File: src/rtl/md_pkg.sv
// Shared types and defaults for the iterative multiply/divide sequencer.
package md_pkg;

  localparam int MD_WIDTH = 16;

  typedef enum logic [0:0] {MD_MUL, MD_DIV} md_op_t;

  typedef enum logic [1:0] {MD_IDLE, MD_RUN, MD_DONE} md_state_t;

endpackage

File: src/rtl/md_datapath.sv
// Working registers, iteration counter and the per-cycle shift-add / restoring-divide step.
module md_datapath
  import md_pkg::*;
#(
  parameter int WIDTH = MD_WIDTH,
  parameter int CNT_W = $clog2(WIDTH + 1)
) (
  input  logic               i_clk,
  input  logic               i_rst,
  input  logic               i_load,
  input  logic               i_step,
  input  md_op_t             i_op,
  input  logic [WIDTH-1:0]   i_a,
  input  logic [WIDTH-1:0]   i_b,
  output logic [2*WIDTH-1:0] o_acc_nxt,
  output logic               o_last
);

  logic [2*WIDTH-1:0] r_acc;
  logic [WIDTH-1:0]   r_opnd;
  md_op_t             r_op;
  logic [CNT_W-1:0]   r_cnt;

  logic [WIDTH:0]     w_sum;
  logic [WIDTH:0]     w_rem_sh;
  logic [WIDTH:0]     w_diff;
  logic               w_ge;

  // MUL keeps {partial product, multiplier} in r_acc; DIV keeps {rem, quo}.
  always_comb begin
    w_sum    = {1'b0, r_acc[2*WIDTH-1:WIDTH]} + {1'b0, r_opnd};
    w_rem_sh = r_acc[2*WIDTH-1:WIDTH-1];
    w_diff   = w_rem_sh - {1'b0, r_opnd};
    // rem < divisor, so a wrapped difference always lands with its top bit set
    w_ge     = ~w_diff[WIDTH];
    if (r_op == MD_MUL) begin
      if (r_acc[0]) begin
        o_acc_nxt = {w_sum, r_acc[WIDTH-1:1]};
      end else begin
        o_acc_nxt = {1'b0, r_acc[2*WIDTH-1:1]};
      end
    end else if (w_ge) begin
      o_acc_nxt = {w_diff[WIDTH-1:0], r_acc[WIDTH-2:0], 1'b1};
    end else begin
      o_acc_nxt = {w_rem_sh[WIDTH-1:0], r_acc[WIDTH-2:0], 1'b0};
    end
  end

  always_ff @(posedge i_clk) begin
    if (i_rst) begin
      r_acc  <= '0;
      r_opnd <= '0;
      r_op   <= MD_MUL;
      r_cnt  <= '0;
    end else if (i_load) begin
      r_op   <= i_op;
      r_opnd <= (i_op == MD_MUL) ? i_a : i_b;
      r_acc  <= {{WIDTH{1'b0}}, ((i_op == MD_MUL) ? i_b : i_a)};
      r_cnt  <= CNT_W'(WIDTH);
    end else if (i_step) begin
      r_acc  <= o_acc_nxt;
      r_cnt  <= r_cnt - CNT_W'(1);
    end
  end

  assign o_last = (r_cnt == CNT_W'(1));

endmodule

File: src/rtl/muldiv_seq.sv
// Iterative unsigned MUL/DIV sequencer: control FSM, pipeline stall and result registers.
//   state | meaning
//   IDLE  | waiting for a request
//   RUN   | one datapath iteration per cycle, pipeline held
//   DONE  | results valid, done pulse, may accept the next request
module muldiv_seq
  import md_pkg::*;
#(
  parameter int WIDTH = MD_WIDTH,
  parameter int CNT_W = $clog2(WIDTH + 1)
) (
  input  logic             i_clk,
  input  logic             i_rst,
  input  logic             i_start,
  input  md_op_t           i_op,
  input  logic [WIDTH-1:0] i_a,
  input  logic [WIDTH-1:0] i_b,
  input  logic             i_flush,
  output logic             o_busy,
  output logic             o_stall,
  output logic             o_done,
  output logic [WIDTH-1:0] o_result_lo,
  output logic [WIDTH-1:0] o_result_hi,
  output logic             o_div_by_zero
);

  localparam logic [1:0] S_IDLE = MD_IDLE;
  localparam logic [1:0] S_RUN  = MD_RUN;
  localparam logic [1:0] S_DONE = MD_DONE;

  logic [1:0]         r_state;
  logic [1:0]         w_state_nxt;
  logic               w_open;
  logic               w_accept;
  logic               w_dbz;
  logic               w_load;
  logic               w_step;
  logic               w_last;
  logic               w_finish;
  logic [2*WIDTH-1:0] w_acc_nxt;

  assign w_open   = (r_state == S_IDLE) || (r_state == S_DONE);
  assign w_accept = i_start && !i_flush && w_open;
  assign w_dbz    = (i_op == MD_DIV) && (i_b == '0);
  assign w_load   = w_accept && !w_dbz;
  assign w_step   = (r_state == S_RUN) && !i_flush;
  assign w_finish = w_step && w_last;

  md_datapath #(
    .WIDTH (WIDTH),
    .CNT_W (CNT_W)
  ) u_datapath (
    .i_clk     (i_clk),
    .i_rst     (i_rst),
    .i_load    (w_load),
    .i_step    (w_step),
    .i_op      (i_op),
    .i_a       (i_a),
    .i_b       (i_b),
    .o_acc_nxt (w_acc_nxt),
    .o_last    (w_last)
  );

  always_comb begin
    w_state_nxt = r_state;
    if (i_flush) begin
      w_state_nxt = S_IDLE;
    end else begin
      case (r_state)
        S_IDLE, S_DONE: begin
          if (w_accept) w_state_nxt = w_dbz ? S_DONE : S_RUN;
          else          w_state_nxt = S_IDLE;
        end
        S_RUN:   w_state_nxt = w_last ? S_DONE : S_RUN;
        default: w_state_nxt = S_IDLE;
      endcase
    end
  end

  always_ff @(posedge i_clk) begin
    if (i_rst) r_state <= S_IDLE;
    else       r_state <= w_state_nxt;
  end

  // Results only change when an operation completes; a flush leaves them alone.
  always_ff @(posedge i_clk) begin
    if (i_rst) begin
      o_result_lo   <= '0;
      o_result_hi   <= '0;
      o_div_by_zero <= 1'b0;
    end else if (w_accept) begin
      o_div_by_zero <= w_dbz;
      if (w_dbz) begin
        o_result_lo <= '1;
        o_result_hi <= i_a;
      end
    end else if (w_finish) begin
      o_result_lo <= w_acc_nxt[WIDTH-1:0];
      o_result_hi <= w_acc_nxt[2*WIDTH-1:WIDTH];
    end
  end

  assign o_busy  = (r_state == S_RUN);
  assign o_done  = (r_state == S_DONE);
  assign o_stall = (w_open && i_start) || (r_state == S_RUN);

endmodule

File: config.mk
export PLATFORM = sky130hd
export DESIGN_NAME = muldiv_seq
export DESIGN_NICKNAME = d
export VERILOG_FILES = /design/src/rtl/md_pkg.sv /design/src/rtl/md_datapath.sv /design/src/rtl/muldiv_seq.sv
export SDC_FILE = /design/constraint.sdc
export NUM_CORES = 1
export LEC_CHECK = 0
export CORE_UTILIZATION = 25
export CTS_CLUSTER_SIZE = 40
export DETAILED_ROUTE_END_ITERATION = 8
export PLACE_DENSITY_LB_ADDON = 0.15
export SLEW_MARGIN = 5
export SYNTH_ARGS = -nofsm -noshare
export SYNTH_HDL_FRONTEND = slang
export SYNTH_SLANG_ARGS = --single-unit
File: constraint.sdc
create_clock -name i_clk -period 3.79 [get_ports i_clk]
set_input_delay 0.5685 -clock i_clk [delete_from_list [all_inputs] [get_ports i_clk]]
set_output_delay 0.5685 -clock i_clk [all_outputs]
set_load 0.005 [all_outputs]
==> impl_metrics.csv, run 1 <==
group,metric,value,unit
outcome,outcome,"complete, no violations",
floorplanning,num_rows,57,
run,cap_violations,0,
setup_path,critPathMaxStageDelay,0.50,ns
yosys,synth_top_area_frac,0.2832,
floorplanning,dieArea,25800,um2
sta,clock.fmax,303.5,MHz
power_and_ir_drop,powerDensity,333.2,nW/um2
yosys,synth_compound_area_frac,0.2824,
routing,first_pass_iters,5,
yosys,yosysWarnings,0,
yosys,yosys.area.top_type,"dfxtp_1",
routing,antenna_left,0,
placed_design,place_area,7427,um2
yosys,async_reset_ff_frac,0,
power_and_ir_drop,p_clk_frac,0.410,
setup_path,required,4.01,ns
setup_path,slowest_stage,"a211oi_1",
placed_design,dp_hpwl,17.47,mm
layout,multi_input_area,4189,um2
layout,n_fill_cell,2699,
layout,fin_cells,1168,
cts,cts_resized,0,
global_route,track_usage,0.1756,
sta,fin_ws,0.4956,ns
routing,dr_total_vias,5997,
sta,clock_skew,0.01231,ns
yosys,avgSynthCellArea,8.097,um2
yosys,synth.most_common_cell,"nor2_1",
sta,tightest_slew,0.6997,ns
cts,root_buffer,"clkbuf_16",
sta,setup_violations,0,
global_route,grt_overflow,0,
yosys,synthTopCellsByCount,"nor2_1, dfxtp_1, a211oi_1",
yosys,yosys.area_share.simple,0.1826,
power_and_ir_drop,max-vdd-ir-drop,0.2313,mV
cts,cts_tree,"yes",
cts,clock_path_buffers,2,
sta,finalCritPeriodShare,0.8692,
yosys,netlist_instances,777,
sta,slew_headroom,0.5324,
cts,cts_inserted_buffers,9,
setup_path,critPathCaptureType,"register",
floorplanning,start_util,0.2564,
sta,rsz0062_at_grt,"false",
hold_path,worstHoldPathType,"register to register",
cts,clkLatencyLatePin,0.35,ns
hold_path,worstHoldStart,"o_div_by_zero",
power_and_ir_drop,p_leak,0.002813,uW
setup_path,crit_top_cell,"o21ai_0",
yosys,synth_ff_type,"dfxtp_1",
sta,drv_slew,0,
yosys,yosysSeqAreaShare,0.2832,
setup_path,critPathBufInv,0,
routing,viasPerCell,5.134,
placed_design,port_buffers,72,
routing,totalWireLength,22.56,mm
power_and_ir_drop,p_sw_frac,0.2924,
yosys,synth_xor_area_frac,0.03202,
layout,final_nets,912,
floorplanning,core-area,24530,um2
sta,period_minus_slack,3.294,ns
setup_path,cp_max_fo,6,
placed_design,dp.cells,1152,
power_and_ir_drop,switchingPower,757.6,uW
yosys,synth-seq-cells,89,
setup_path,cp.arrival,3.51,ns
floorplanning,chipWidth,160.6,um
cts,htree_levels,3,
cts,cts_setup_buffers,0,
layout,layout-drive-gt1-share,0.1007,
layout,area_growth,23.61,%
global_route,antenna_found_initial,0,
yosys,netlist_area,6291,um2
routing,drc_errors,0,
setup_path,r2r_start,"u_datapath.r_acc[16]",
routing,drt-initial-drc-count,303,
floorplanning,num_io_pins,73,
cts,cts_sinks,89,
yosys,synth_top_family_by_area,"compound AO/OA/AOI/OAI gates",
power_and_ir_drop,p_int,1834,uW
setup_path,path_class,"register to register",
sta,whs,0.4718,ns
yosys,synth_nets,850,
floorplanning,fp.dieH,160.6,um
cts,hold_buffers,0,
yosys,synth_mux_area_frac,0.09268,
layout,stdcell_area,7776,um2
yosys,yosys.area_share.adder,0.07399,
cts,clk_pin_slew,0.07,ns
setup_path,critPathLaunch,"u_datapath.r_acc[16]",
routing,wl_per_cell,19.31,um
sta,hold_viol,0,
yosys,synth_edf_count,0,
setup_path,path_cells,"ha_1 > fa_1 > a211oi_1 > o21ai_0 > a21boi_0 > a21oi_1 > a311oi_1 > o21ai_0 > o221ai_1 > o21ai_0",
power_and_ir_drop,pwr-share-seq,0.385,
placed_design,place_ws,0.3186,ns
global_route,grt_pass1_vias,5664,
layout,regArea,1783,um2
global_route,grt_first_pass_wirelength,34.82,mm
power_and_ir_drop,combPwrFrac,0.205,
setup_path,cpLargestDelayFamily,"compound AO/OA/AOI/OAI gates",
yosys,synth.distinct_cells,76,
layout,antenna_cells,0,
placed_design,place.gp.congestion,0.8718,
sta,setup_tns,0,ns
setup_path,start_kind,"register",
global_route,grt_max_degree,59,
yosys,netlist_top_cells_area,"dfxtp_1, a211oi_1, ha_1, mux2i_1, nor2_1",
## layout by cell type, fill, tap and decap left out, types with 28 or more instances in the layout
cell type	n
a211oi_1	68
inv_1	29
dfxtp_1	88
nor2_1	95
ha_1	34
a21oi_1	58
mux2i_1	41
nor3_1	35
o21ai_0	28
nand2_1	42
clkdlybuf4s50_1	70
## worst reg2reg max path, stage by stage (launching register included)
cell and delay, ns:
dfxtp_1 0.37, ha_1 0.25, fa_1 0.45, a211oi_1 0.50
o21ai_0 0.23, a21boi_0 0.39, a21oi_1 0.19, a311oi_1 0.33
o21ai_0 0.13, o221ai_1 0.18, o21ai_0 0.15
## routing by layer
metal  GRT usage  vias up  part of all wire
met1      0.2483     2815              0.49
met2      0.2808      130              0.45
met4     0.04459        0             0.018
met3     0.02118       20             0.037
li1            -     3032                 -
met5           0        -                 0
## flip-flops by register name, summed over array words and instances (netlist names)
| register | flops |
|---|---|
| o_div_by_zero | 1 |
| o_result_hi | 16 |
| o_result_lo | 16 |
| r_state | 2 |
| u_datapath.r_acc | 32 |
| u_datapath.r_cnt | 5 |
| u_datapath.r_op | 1 |
| u_datapath.r_opnd | 16 |
## logic make-up after synthesis
kind of cell               Yosys count
AOI/OAI and AO/OA                  251
and+or+nand+nor                    242
DFF                                 89
buffers and inverters               80
muxes                               56
adders and majority gates           36
xor gates and xnor gates            23
## power groups by stage
stage	Clock [uW]	Combinational, uW	Sequential [uW]
6_report	1060	530	999
5_1_grt	1130	580	1000
4_1_cts	1090	533	998
3_5_place_dp	0	529	1020
3_3_place_gp	0	536	1020
2_1_floorplan	0	348	1000
## path summary, 6_finish.rpt
kind | to | slack, ns | cells after the start
max | u_datapath.r_acc[31] | 0.50 | 10
min | o_div_by_zero | 0.47 | 2
min reg2reg | o_div_by_zero | 0.47 | 2
max reg2reg | u_datapath.r_acc[31] | 0.50 | 10
## per-stage QoR
step,power [uW],utilization
after CTS,2618,0.3170
after global routing,2709,0.3170
after detailed placement,1549,0.3027
after floorplan,1350,-
final,2591,0.3170
after global placement,1557,0.3027
## final cells by class
| class | instances | share of cell area |
|---|---|---|
| multi-input combinational | 608 | 0.5387 |
| sequential | 89 | 0.2293 |
| timing repair buffer | 100 | 0.1200 |
| tap | 324 | 0.05213 |
| clock buffer | 9 | 0.02896 |
| clock inverter | 7 | 0.01593 |
| inverter | 31 | 0.01496 |
(Power assumes the default switching activity.)
==> run 2, diff against run 1 <==
--- a/config.mk
+++ b/config.mk
@@ -6,7 +6,6 @@
 export NUM_CORES = 1
 export LEC_CHECK = 0
 export CORE_UTILIZATION = 25
-export CTS_CLUSTER_SIZE = 40
 export DETAILED_ROUTE_END_ITERATION = 8
 export PLACE_DENSITY_LB_ADDON = 0.15
 export SLEW_MARGIN = 5
==> results of run 2 <==
Same layout as run 1: the final DEF is identical, and so are final timing and power.
